===== config.mk =====
export PLATFORM = sky130hd
export DESIGN_NAME = instruction_fetch_stage
export DESIGN_NICKNAME = d
export VERILOG_FILES = /design/src/rtl/mips_pkg.sv /design/src/rtl/if_id_register.sv /design/src/rtl/instruction_fetch_stage.sv
export SDC_FILE = /design/constraint.sdc
export NUM_CORES = 1
export LEC_CHECK = 0
export CAP_MARGIN = 10
export CORE_MARGIN = 2
export CORE_UTILIZATION = 56
export CTS_BUF_LIST = sky130_fd_sc_hd__clkbuf_16
export DETAILED_ROUTE_END_ITERATION = 6
export GPL_TIMING_DRIVEN = 0
export PLACE_DENSITY_LB_ADDON = 0.05
export SLEW_MARGIN = 20
export SYNTH_ARGS = -nofsm -noshare
export SYNTH_HDL_FRONTEND = slang
export SYNTH_SLANG_ARGS = --single-unit
export TNS_END_PERCENT = 5

===== constraint.sdc =====
create_clock -name clk -period 16.75 [get_ports clk]
set_input_delay 5.025 -clock clk [delete_from_list [all_inputs] [get_ports clk]]
set_output_delay 5.025 -clock clk [all_outputs]
set_load 0.005 [all_outputs]

===== src/rtl/mips_pkg.sv =====
// Shared MIPS pipeline definitions: fetch FSM states, reset/bubble constants
// and the opcode field position used by both IF and the control unit.
package mips_pkg;

    typedef enum logic [1:0] {
        FETCH   = 2'd0,
        DISCARD = 2'd1,
        HOLD    = 2'd2
    } fetch_state_e;

    localparam logic [31:0] NOP_INSTR_DEFAULT = 32'h0000_0000;
    localparam logic [31:0] RESET_PC_DEFAULT  = 32'h0000_0000;

    localparam int OPCODE_MSB = 31;
    localparam int OPCODE_LSB = 26;

endpackage


===== src/rtl/if_id_register.sv =====
// IF/ID pipeline register: holds the fetched instruction, its PC+4 and a valid
// flag. Flush inserts a bubble and wins over load; neither means hold.
module if_id_register #(
    parameter logic [31:0] NOP_INSTR = 32'h0000_0000
) (
    input  logic        clk,
    input  logic        reset,
    input  logic        load,
    input  logic        flush,
    input  logic [31:0] instr_d,
    input  logic [31:0] pcplus4_d,
    output logic [31:0] instr,
    output logic [31:0] pcplus4,
    output logic        valid
);

    always_ff @(posedge clk or posedge reset) begin
        if (reset) begin
            instr   <= NOP_INSTR;
            pcplus4 <= 32'h0;
            valid   <= 1'b0;
        end else if (flush) begin
            instr   <= NOP_INSTR;
            valid   <= 1'b0;
        end else if (load) begin
            instr   <= instr_d;
            pcplus4 <= pcplus4_d;
            valid   <= 1'b1;
        end
    end

endmodule


===== src/rtl/instruction_fetch_stage.sv =====
// MIPS IF stage: owns the PC, fetches over a req/ack instruction-memory
// handshake, and feeds the IF/ID register with stall and branch-redirect handling.
module instruction_fetch_stage
    import mips_pkg::*;
#(
    parameter logic [31:0] RESET_PC  = RESET_PC_DEFAULT,
    parameter logic [31:0] NOP_INSTR = NOP_INSTR_DEFAULT
) (
    input  logic         clk,
    input  logic         reset,
    input  logic         Stall,
    input  logic         BranchTaken,
    input  logic [31:0]  BranchTarget,
    output logic         ImemReq,
    output logic [31:0]  ImemAddr,
    input  logic [31:0]  ImemRdata,
    input  logic         ImemAck,
    output logic [31:0]  Instr,
    output logic [5:0]   OPCode,
    output logic [31:0]  PCPlus4,
    output logic         InstrValid,
    output fetch_state_e state_dbg
);

    // Handshake: ImemReq/ImemAddr are held constant from the cycle ImemReq
    // rises until the rising edge where ImemAck=1 (a one-cycle pulse, possibly
    // in the same cycle ImemReq rises); a request is never withdrawn early.
    fetch_state_e state, state_next;
    logic [31:0]  pc, pc_next, pc_inc;
    logic [31:0]  skid, skid_next;
    logic [31:0]  redirect_pc, redirect_next;
    logic [31:0]  target;
    logic [31:0]  ifid_instr_d, ifid_pcplus4_d;
    logic         ifid_load, ifid_flush;
    logic         unused_target_lsbs;

    assign target             = {BranchTarget[31:2], 2'b00};
    assign unused_target_lsbs = ^BranchTarget[1:0];
    assign pc_inc             = pc + 32'd4;

    assign ImemReq   = !reset && (state != HOLD);
    assign ImemAddr  = pc;
    assign state_dbg = state;

    always_ff @(posedge clk or posedge reset) begin
        if (reset) begin
            state       <= FETCH;
            pc          <= RESET_PC;
            skid        <= 32'h0;
            redirect_pc <= 32'h0;
        end else begin
            state       <= state_next;
            pc          <= pc_next;
            skid        <= skid_next;
            redirect_pc <= redirect_next;
        end
    end

    always_comb begin
        state_next     = state;
        pc_next        = pc;
        skid_next      = skid;
        redirect_next  = redirect_pc;
        ifid_load      = 1'b0;
        ifid_flush     = 1'b0;
        ifid_instr_d   = ImemRdata;
        ifid_pcplus4_d = pc_inc;
        unique case (state)
            FETCH: begin
                if (ImemAck) begin
                    if (BranchTaken) begin
                        pc_next    = target;
                        ifid_flush = 1'b1;
                    end else if (!Stall) begin
                        pc_next   = pc_inc;
                        ifid_load = 1'b1;
                    end else begin
                        skid_next  = ImemRdata;
                        pc_next    = pc_inc;
                        state_next = HOLD;
                    end
                end else if (BranchTaken) begin
                    redirect_next = target;
                    ifid_flush    = 1'b1;
                    state_next    = DISCARD;
                end else if (!Stall) begin
                    ifid_flush = 1'b1;
                end
            end
            DISCARD: begin
                // The in-flight word must still be accepted before redirecting.
                ifid_flush = 1'b1;
                if (BranchTaken) redirect_next = target;
                if (ImemAck) begin
                    pc_next    = BranchTaken ? target : redirect_pc;
                    state_next = FETCH;
                end
            end
            HOLD: begin
                if (BranchTaken) begin
                    pc_next    = target;
                    ifid_flush = 1'b1;
                    state_next = FETCH;
                end else if (!Stall) begin
                    // PC already advanced past the skid word when it was captured.
                    ifid_instr_d   = skid;
                    ifid_pcplus4_d = pc;
                    ifid_load      = 1'b1;
                    state_next     = FETCH;
                end
            end
            default: begin
                state_next = FETCH;
            end
        endcase
    end

    if_id_register #(
        .NOP_INSTR(NOP_INSTR)
    ) u_if_id (
        .clk      (clk),
        .reset    (reset),
        .load     (ifid_load),
        .flush    (ifid_flush),
        .instr_d  (ifid_instr_d),
        .pcplus4_d(ifid_pcplus4_d),
        .instr    (Instr),
        .pcplus4  (PCPlus4),
        .valid    (InstrValid)
    );

    assign OPCode = Instr[OPCODE_MSB:OPCODE_LSB];

endmodule


# [Yosys cells after proc, flatten, opt, wreduce, memory -nomap -nowiden]
# Index checks and enable logic that the tools add are counted.
[totals] reg_bits=163 latchBits=0 mem_bits_rw=0 romBits=0 input_bits=69 out_inout_bits=106 memories=0
[op_classes] add_sub_neg=1 multipliers=0 div_mod_pow=0 magnitude_cmp=0 eq_ne=11 shifts=0 muxes=34 n_bitwise=2 reduce_logical=11
[ops] op="$mux W32" n=14
[ops] op="$pmux W32 S3" n=1
[ops] op="$pmux W32 S2" n=1
[ops] op="$add A32 B3 Y32 const B" n=1
[ops] op="$mux W2" n=7
[ops] op="$ne A3 B3 Y1 const B" n=4
[ops] op="$ne A2 B2 Y1 const B" n=5
[ops] op="$mux W1" n=8
[ops] op="$pmux W2 S3" n=1
[ops] op="$reduce_and A5 Y1" n=1
[ops] op="$reduce_and A2 Y1" n=2
[ops] op="$reduce_and A4 Y1" n=1
[ops] op="$reduce_bool A2 Y1" n=2
[ops] op="$pmux W1 S3" n=1
[ops] op="$reduce_and A3 Y1" n=1
[ops] op="$reduce_bool A3 Y1" n=1
[ops] op="$eq A2 B1 Y1 const B" n=1
[ops] op="$eq A2 B2 Y1 const B" n=1
[ops] op="$logic_not A2 Y1" n=1
[ops] op="$not A1 Y1" n=2
[ops] op="$pmux W1 S2" n=1
[ops] op="$logic_and A1 B1 Y1" n=1
[ops] op="$logic_not A1 Y1" n=1

# [Longest topological paths before layout]
[depth] word_depth=6 depth_mapped=10 mapped_depth_nobuf=7

# [Hierarchy]
# Synthesis repeated with hierarchy kept, for this count alone.
[hier_totals] cells_unflattened=850 area_unflattened_um2=8694.6
[modules_own_cells] module="instruction_fetch_stage" instances=1 cells_each=673 area_each_um2=6042.0 seq_area_each_um2=2452.4
[modules_own_cells] module="if_id_register" instances=1 cells_each=177 area_each_um2=2652.5 seq_area_each_um2=1626.6

# [Worst setup path before layout]
# Ideal clock, no wire load.
[synth_path] path_kind="input to output" startpoint="input reset" endpoint="output ImemReq" arrival_time_ns=5.120 required_time_ns=11.725 slack_ns=6.605 stages=1 path_cell_list="nor2_1"
[synth_via] elab_chain_len=2
[synth_lines] element="start, declared" line_no="instruction_fetch_stage.sv:10" text="input logic reset,"
[synth_lines] element="$logic_not A1 Y1 (no line)"
[synth_lines] element="$logic_and A1 B1 Y1" line_no="instruction_fetch_stage.sv:41" text="assign ImemReq = !reset && (state != HOLD);"
[synth_lines] element="end, declared" line_no="instruction_fetch_stage.sv:14" text="output logic ImemReq,"
# No other way between the ends.

# [Worst setup path in the final report]
# Same ends and word-level chain as after synthesis.

==> impl_results.md <==
- Final TNS setup: 0 ps
- HPWL after detailed placement: about 16 mm
- Final worst setup slack: 5550 ps
- Fin. Hold Viols: 0
- Total gr overflow: 0
- Async S/R FF share, synth: between 90% and 100%
- Initial antenna violation count: 0
- Placed cell areas: between 10000 and 15000 um^2
- Hold Path Sink: u_if_id.pcplus4[29]
- Iter 0 DRT Violations: just under 700
- Placer Congestion: 0.8922
- Final WL: 23.04 mm
- Row cnt: 44
- Unrepaired setup endpoints after global routing: no
- Unique masters post-synth: between 60 and 70
- H-tree Lvls: 4
- Max Buffers Root-to-Sink: 2
- Synth Net Count: about 900
- Final #Nets: 1095
- Pwr/cell area: 182.4 nW/um^2
- DR WL/cell: 18.92 um
- Post-route minimum period: approximately 11000 ps
- Hold path cells: 2
- Sink Count: 163
- Post-synth EDFFs: 0
- WP data required: about 12000 ps
- Worst Reg-to-Reg Cells: 8
- # diodes: 0
- IO Pins: ~180
- Largest net degree at the start of global routing: between 100 and 150
- Startpoint types: input port
- Final ANT Viol Nets: 0
- Max VDD drop: 0.00008600 V
- I/O Buffers: ~170
- Post-CTS sizing: 0
- Core area: ~15000 um^2
- Mapped Area: approximately 8300 um^2
- Initial core utilization: 57.31%
- Kind of critical path: in2out
- Min-delay src: u_if_id.pcplus4[29]
- Final setup vio count: 0
- Max Clk Rate: slightly below 0.09 GHz
- Slew HR: around two fifths
- Layout area overhead: 31.29%
- First-pass iteration count of the detailed router: 7
- Layout cells sized above 1: 15.09%
- DRC violations left: 0
- Via count: 7426
- Max capacitance violation total: 0
- Avg Inst Size Synth: roughly 10 um^2
- Via/cell ratio: between 6 and 7
- Most frequent cells in the layout: clkdlybuf4s50_1, dfrtp_1, nand2_1
- Crit Path Max Fanout: 2
- Period Utilization, post-route: between 60% and 70%
- Vias in the first global route: 6904
- Die Area: around 16000 um^2
- Worst skew pair latency: 430 ps
- Warnings, synthesis: 0
- Synth Instances: a little over 800
- Filler cells: roughly 1100
- Final Skew: 6.965 ps
- Die width: around 130 um
- Post-CTS Setup Bufs: 0
- Worst r2r dst: ImemAddr[13]
- Post-CTS Hold Buffers: 0
- Fin area: roughly 11000 um^2
- CTS tree: built
- Crit. End Element: primary output
- Worst-margin pin slew: between 900 and 1000 ps
- Pleak: ~4.5 nW
- Hold Crit Class: reg2reg
- Commonest non-fill, non-tap cell in the layout: clkdlybuf4s50_1
- First-pass GRT wire length: 36.85 mm
- Root Driver: clkbuf_16
- Pre-CTS setup slack: between 5000 and 6000 ps
- Num CTS Buffers: 17
- FF+latch count, synth: about 160
- Clk slew on worst S/H paths: 60 ps
- Die Ht: ~130 um
- Critical path arrival: a little over 6000 ps
- Status: finished, final reports clean
- Post-synthesis sequential area ratio: 48.97%
- R2R setup slack: roughly 14000 ps
- Max Slew Vio Count: 0
- GRT Util Overall: slightly below 30%
- Ys flop type: dfrtp_1
- Reg-to-reg startpoint: state_dbg[0]
## state kept, by name (all words and copies together), names as in the netlist
register	flops
skid	32
u_if_id.valid	1
u_if_id.instr	32
u_if_id.pcplus4	32
state_dbg	2
ImemAddr	32
redirect_pc	32
## cells by family (layout without fill, tap and decap cells)
logic type      count (synthesis)  in the layout  share of synthesized area, %
fa+ha+maj                       5              5                        0.7511
compound gates                195            195                         17.43
simple gates                  277            277                         15.13
buf+inv                        91            296                         5.498
xor+xnor                       33             33                         3.470
flops                         163            163                         48.97
mux                            65             65                         8.758
## metrics by stage
step           utilization [%]  hold slack, ps  power, mW  cells
5_1_grt                  75.24           507.6      2.115   1218
3_5_place_dp             70.98           467.3      1.576   1186
2_1_floorplan                -           453.4      1.176    829
6_report                 75.24           474.4      1.995   1218
3_3_place_gp             70.74           463.0      1.552   1185
4_1_cts                  75.24           481.6      1.990   1218
## critical path: stages
cell	delay [ps]
clkdlybuf4s50_1	510
nor2_1	130
clkdlybuf4s50_1	510
## worst max path at each step
stage / endpoint / startpoint / slack, ps
floorplan: ImemReq / reset / 6600
global placement: u_if_id.pcplus4[20] / reset / 5010
detailed placement: ImemReq / reset / 5560
CTS: ImemReq / reset / 5550
global route: ImemReq / reset / 5480
finish: ImemReq / reset / 5550
## cell type report
| cell class | count | area, um^2 | area share (%) |
|---|---|---|---|
| multi-input cells | 575 | 3792 | 34.68 |
| clock buffers | 17 | 425.4 | 3.890 |
| inverters | 12 | 52.55 | 0.4805 |
| well taps | 184 | 230.2 | 2.105 |
| plain buffers | 79 | 412.9 | 3.776 |
| repair buffers | 173 | 1749 | 16.00 |
| clock inverters | 15 | 193.9 | 1.773 |
| flip-flops and latches | 163 | 4079 | 37.30 |
## Yosys cell counts, types with 6 or more instances
library cell,count,area [um^2]
nor2_1,61,229.0
o21ai_1,15,75.07
a31oi_1,6,37.54
nand4_1,11,68.82
nand2_1,132,495.5
buf_4,10,75.07
nor3_1,15,75.07
buf_2,17,85.08
nor4_1,12,75.07
inv_1,11,41.29
o21ai_2,19,166.4
and3_1,10,62.56
a311oi_1,32,280.3
clkbuf_1,39,146.4
o21ai_0,37,185.2
dfrtp_1,163,4079
a21oi_1,18,90.09
mux2_2,62,698.2
and4_1,6,52.55
xnor2_1,19,166.4
a221oi_1,10,87.58
buf_6,6,67.56
xor2_1,14,122.6
nand3_1,13,65.06
## metal layers
metal	vias to the layer above	track usage (%)	share of wire (%)
met1	3657	43.66	45
met4	0	8.468	1.5
met5	-	0	0
met2	345	43.14	45
met3	34	7.944	8.7
li1	3390	-	-
## report_power, final
group	internal, mW	switching [mW]	total (mW)	leakage, nW
clock	0.239	0.170	0.409	0.301
combinational	0.459	0.416	0.874	2.15
sequential	0.574	0.138	0.712	2.05
(Power assumes the default switching activity.)
